## config.mk

```make
export PLATFORM = sky130hd
export DESIGN_NAME = mux_n_pipe
export DESIGN_NICKNAME = d
export VERILOG_FILES = /design/src/rtl/kgp_mux_pkg.sv /design/src/rtl/mux_n_comb.sv /design/src/rtl/mux_n_pipe.sv
export SDC_FILE = /design/constraint.sdc
export NUM_CORES = 1
export LEC_CHECK = 0
export BUFFER_PORTS_ARGS = -buffer_cell sky130_fd_sc_hd__clkbuf_2
export CAP_MARGIN = 20
export CELL_PAD_IN_SITES_DETAIL_PLACEMENT = 0
export CELL_PAD_IN_SITES_GLOBAL_PLACEMENT = 1
export CORE_ASPECT_RATIO = 0.8
export CORE_MARGIN = 3
export CORE_UTILIZATION = 29
export CTS_CLUSTER_DIAMETER = 30
export DETAILED_ROUTE_END_ITERATION = 12
export PLACE_DENSITY_LB_ADDON = 0.1
export SETUP_SLACK_MARGIN = 0.3
export SLEW_MARGIN = 20
export SYNTH_ARGS = -nofsm -noshare
export SYNTH_HDL_FRONTEND = slang
export SYNTH_SLANG_ARGS = --single-unit
```

## constraint.sdc

```tcl
create_clock -name clk -period 4.8 [get_ports clk]
set_clock_uncertainty 0.05 [all_clocks]
set_input_delay 0.48 -clock clk [delete_from_list [all_inputs] [get_ports clk]]
set_output_delay 0.48 -clock clk [all_outputs]
set_load 0.03 [all_outputs]
```

## src/rtl/kgp_mux_pkg.sv

```systemverilog
// Shared definitions for the channel-select pipeline.
package kgp_mux_pkg;

    // Encodings for the mode input.
    localparam logic MODE_DIRECT = 1'b0;
    localparam logic MODE_RR     = 1'b1;

endpackage

```

## src/rtl/mux_n_comb.sv

```systemverilog
// Combinational N-way selector. It flags selects that have no matching channel.
module mux_n_comb #(
    parameter  int unsigned WIDTH = 32,
    parameter  int unsigned N     = 4,
    localparam int unsigned SEL_W = $clog2(N)
) (
    input  logic [N*WIDTH-1:0] in_flat,
    input  logic [SEL_W-1:0]   sel,
    output logic [WIDTH-1:0]   out,
    output logic               err
);

    // An unmatched select (sel >= N) falls through to zero data with err set.
    always_comb begin
        out = '0;
        err = 1'b1;
        for (int k = 0; k < int'(N); k++) begin
            if (sel == SEL_W'(k)) begin
                out = in_flat[k*WIDTH +: WIDTH];
                err = 1'b0;
            end
        end
    end

endmodule

```

## src/rtl/mux_n_pipe.sv

```systemverilog
// N-channel mux that offers direct or round-robin selection.
// The selected beat is held in a one-deep valid/ready output register.
module mux_n_pipe
    import kgp_mux_pkg::*;
#(
    parameter  int unsigned WIDTH = 32,
    parameter  int unsigned N     = 4,
    localparam int unsigned SEL_W = $clog2(N)
) (
    input  logic               clk,
    input  logic               rst,
    input  logic [N*WIDTH-1:0] in_flat,
    input  logic [SEL_W-1:0]   sel,
    input  logic               mode,
    input  logic               in_valid,
    output logic               in_ready,
    output logic [WIDTH-1:0]   out_data,
    output logic [SEL_W-1:0]   out_sel,
    output logic               out_err,
    output logic               out_valid,
    input  logic               out_ready
);

    logic [SEL_W-1:0] rr_ptr;
    logic [SEL_W-1:0] eff_sel;
    logic [SEL_W-1:0] rr_next;
    logic [WIDTH-1:0] mux_out;
    logic             mux_err;
    logic             accept;

    // The output register can take a beat when it is empty or is draining this cycle.
    assign in_ready = !out_valid || out_ready;
    assign accept   = in_valid && in_ready;
    assign eff_sel  = (mode == MODE_RR) ? rr_ptr : sel;
    assign rr_next  = (rr_ptr == SEL_W'(N - 1)) ? '0 : rr_ptr + SEL_W'(1);

    mux_n_comb #(
        .WIDTH (WIDTH),
        .N     (N)
    ) u_sel (
        .in_flat (in_flat),
        .sel     (eff_sel),
        .out     (mux_out),
        .err     (mux_err)
    );

    // Output beat register. A consume with no new beat clears only the valid flag.
    always_ff @(posedge clk) begin
        if (rst) begin
            out_valid <= 1'b0;
            out_data  <= '0;
            out_sel   <= '0;
            out_err   <= 1'b0;
        end else if (accept) begin
            out_valid <= 1'b1;
            out_data  <= mux_out;
            out_sel   <= eff_sel;
            out_err   <= mux_err;
        end else if (out_ready) begin
            out_valid <= 1'b0;
        end
    end

    // The round-robin pointer moves only on beats accepted in round-robin mode.
    always_ff @(posedge clk) begin
        if (rst) begin
            rr_ptr <= '0;
        end else if (accept && (mode == MODE_RR)) begin
            rr_ptr <= rr_next;
        end
    end

endmodule

```

Word level (Yosys, flattened, before mapping)
Index checks and enable logic that the tools add are counted.
W data, S select, Z words.
{ "word_totals": {"reg_bits": 38, "wordCells": 28, "input_bits": 135} }
{ "op_classes": {"eq_ne": 4, "muxes": 12, "add_sub_neg": 1, "reduce_logical": 6} }
{ "op_table": {"columns": ["cell", "n"], "rows": [
  ["$mux W32", 4],
  ["$eq A2 B2 Y1 const B", 3],
  ["$mux W1", 6],
  ["$mux W2", 2],
  ["$add A2 B1 Y2 const B", 1],
  ["$eq A2 B1 Y1 const B", 1],
  ["$logic_and A1 B1 Y1", 2],
  ["$logic_not A2 Y1", 1],
  ["$reduce_bool A2 Y1", 1],
  ["$logic_not A1 Y1", 1],
  ["$logic_or A1 B1 Y1", 1]
]} }

Longest topological paths before layout
{ "logic_depth": {"word_depth": 6, "mapped_depth": 7, "mapped_depth_nobuf": 4} }

By module
Synthesis repeated with hierarchy kept, for this count alone.
{ "hier_totals": {"cells_unflattened": 217, "area_unflattened_um2": 2529.9} }
{ "modules_own_cells": {"columns": ["module", "instances", "cells_each", "seq_area_each_um2", "area_each_um2"], "rows": [
  ["mux_n_pipe", 1, 176, 760.7, 1704.1],
  ["mux_n_comb", 1, 41, 0.0, 825.8]
]} }

Worst setup path before layout
No wires, ideal clock.
{ "synth_path": {"path_kind": "input to register", "from": "in mode", "to": "reg out_data[10]", "slack_ns": 2.941, "setup_ns": 0.132, "required_time_ns": 4.618, "arrival_time_ns": 1.677, "path_stages": 5, "path_buffers": 1, "cell_sequence": "buf_6 -> mux2i_4 -> mux4_1 -> nand2_1 -> a21oi_1"} }
{ "synth_between": {"elab_chain_cells": 6, "word_cells_on_any_way": 9, "cone_classes": "3 x eq/ne; 5 x mux; 1 x reduce/logical"} }
{ "synth_lines": {"columns": ["item", "line", "source"], "rows": [
  ["start: declaration", "mux_n_pipe.sv:14", "input logic mode,"],
  ["$mux W2 (*)", "mux_n_pipe.sv:34", "assign eff_sel = (mode == MODE_RR) ? rr_ptr : sel;"],
  ["$logic_not A2 Y1", "mux_n_comb.sv:18", "if (sel == SEL_W'(k)) begin"],
  ["$mux W32 (3 in series)", "mux_n_comb.sv:18", null],
  ["$mux W32 (*)", "mux_n_comb.sv:18", null],
  ["end signal: assignment", "mux_n_pipe.sv:56", "out_data <= mux_out;"],
  ["end: declaration", "mux_n_pipe.sv:17", "output logic [WIDTH-1:0] out_data,"]
]} }
Mark *: on every way between the ends. The rest lies on a longest branch, timed or not.
A chain may end at the register's enable or synchronous reset.

Worst setup path after layout
{ "layout_path": {"from": "in mode", "to": "reg out_data[25]"} }
Same word-level chain as after synthesis.

==> results.md <==
* Worst-case clock buffer depth at 2
* Pwr/cell area at 279 nW/um2
* Max Slew Vio Count at 0
* Cell count of the worst reg-to-reg path at 5
* Final Hold Vio Count at 0
* Hold-fix buffers, CTS at 0
* First-pass GRT wire length at 11100 um
* RSZ-0062 raised after global routing: false
* Post-CTS sizing at 0
* Fin nets at 506
* Rows at 27
* # Max-Cap Violations at 0
* IO Pins at 172
* Syn nets at 347
* Number of global-route vias before repair at 2236
* Hold Crit Depth at 2
* Most frequent cells in the layout: clkbuf_2 (171), dfxtp_1 (38), a21oi_1 (34)
* Initial Utilization at 30.4%
* Number of diodes at 0
* Synth warn at 0
* Arr. time, crit path at 2810 ps
* Routed WL per cell at 16.2 um
* Worst Tran Pin Value at 978 ps
* WL final at 7410 um
* Core area at 6990 um2
* Worst min-delay path category: reg -> reg
* Worst vdd ir at 0.113 mV
* Total clock sinks at 38
* Width of the chip at 102 um
* Post-DP HPWL at 5540 um
* Pwr Total at 0.859 mW
* Relative slew margins at 34.6%
* Clk root buf: clkbuf_8
* Mapped Avg Cell Area at 10.1 um2
* DRT Pass-1 Iters at 4
* Gr usage total at 16.7%
* Final setup violation count at 0
* CP Class: in -> reg
* Post-CTS Setup Bufs at 0
* Top cell type's share of synthesized area at 35.8%
* TritonCTS clock tree: yes
* Initial antenna violation count at 0
* Clock insertion delay at the later pin of the skew report at 280 ps
* H-tree depth at 2
* Largest fanout on the critical path at 24
* Top cells by area, synth: dfxtp_1 (36%), mux2_2 (13%), mux4_1 (9.9%), o221ai_1 (9.9%), a21oi_1 (8.0%)
* Routed vias at 2323
* Share of layout cells above drive strength 1 at 56.3%
* Largest net degree at the start of global routing at 62
* PortBufs at 171
* Cells after Synth at 211
* DRC errors left at 0
* DIE AREA at 8400 um2
* Worst path required time at 4890 ps
* Synth area leader: dfxtp_1
* Leak at 1.49 nW
* Yosys reg bits at 38
* Max Fclk at 367 MHz
* Post-synthesis sequential area ratio at 35.8%
* GP Congestion at 0.720
* Startpoint types: primary input
* Outcome: finished clean
* CP endpoint kind: flop
* Antenna Violating Nets Remaining at 0
* Reg clk slew, reported paths at 70 ps
* Min cycle time layout at 2720 ps
* DR vias/cell at 5.07
* Layout area overhead at 44.6%
* Grt total ovfl at 0
* Crit share post-route at 56.7%
* Cell variety after synth at 24
* Die H at 82.6 um
* Most common cell after layout, fill and taps aside: clkbuf_2
* Sum Neg Setup Slack at 0 ps
* Area of the mapped netlist at 2130 um2
* CTS Buf Count at 5
* First DRT Iteration DRCs at 56
-- per-layer routing --
layer / global-route usage (%) / wire [um] / vias to the layer above / share of wire [%]
met5: 0 / 0 / - / 0
met4: 3.19 / 45 / 0 / 0.61
met3: 4.95 / 603 / 5 / 8.1
met2: 26.8 / 3400 / 101 / 46
met1: 22.5 / 3360 / 1058 / 45
li1: - / - / 1159 / -
-- area by class of cell --
type,count,area [um2]
sequential,38,761
multi-input combinational,150,1230
fill,700,3920
inverter,2,7.51
timing repair buffer,173,871
clock buffer,7,86.3
clock inverter,1,5.00
tap,87,109
-- critical path, stage by stage --
cell and delay (ps):
clkbuf_2 200, mux2i_4 600, buf_4 370, nand2_1 620
o22ai_1 430, a21oi_1 110
-- cells in the mapped netlist --
cell,count
dfxtp_1,38
a211oi_1,2
nand2b_1,1
and3_1,1
or3_1,1
buf_2,8
mux2_2,24
o22ai_1,24
inv_1,2
clkbuf_1,6
and2_1,1
o221ai_1,24
a21oi_1,34
nor2_1,2
ha_1,1
nand4_1,1
mux2i_4,2
nand3_1,2
buf_6,3
mux2_4,1
mux4_1,8
nand2_1,20
a21oi_2,1
buf_4,4
-- cell families after synthesis --
| kind of cell | count (synthesis) | synth area share (%) |
|---|---|---|
| AND/OR/NAND/NOR | 29 | 5.83 |
| buffers and inverters | 23 | 6.30 |
| adder cells (fa/ha/maj) | 1 | 0.588 |
| multiplexers | 35 | 25.4 |
| flip-flops | 38 | 35.8 |
| AO/OA/AOI/OAI | 85 | 26.1 |
-- final timing paths --
| path | start | to | slack (ps) |
|---|---|---|---|
| min | out_data[17]$_SDFFE_PP0P_ | out_data[17]$_SDFFE_PP0P_ | 400 |
| max reg2reg | rr_ptr[1]$_SDFFE_PP0P_ | out_data[25]$_SDFFE_PP0P_ | 2240 |
| min reg2reg | out_data[17]$_SDFFE_PP0P_ | out_data[17]$_SDFFE_PP0P_ | 400 |
| max | mode | out_data[25]$_SDFFE_PP0P_ | 2080 |
-- flip-flops by register name, summed over array words and instances (netlist names) --
register / flops
out_err: 1
out_data: 32
rr_ptr: 2
out_sel: 2
out_valid: 1
-- report_power, final --
group          internal, mW  switching [mW]
Sequential            0.342          0.0144
Clock                 0.116           0.114
Combinational         0.121           0.152
-- per-stage QoR --
stage / util [%] / setup slack, ps / std cells / hold slack [ps] / instance area [um2]
2_1_floorplan: - / 2940 / 211 / 434 / 2130
3_3_place_gp: 42.6 / 1860 / 450 / 393 / 2980
3_5_place_dp: 42.6 / 1760 / 450 / 396 / 2980
4_1_cts: 43.9 / 2060 / 458 / 402 / 3070
5_1_grt: 43.9 / 1920 / 458 / 424 / 3070
6_report: 43.9 / 2080 / 458 / 404 / 3070
No activity file was read; power rests on OpenSTA's default activity.
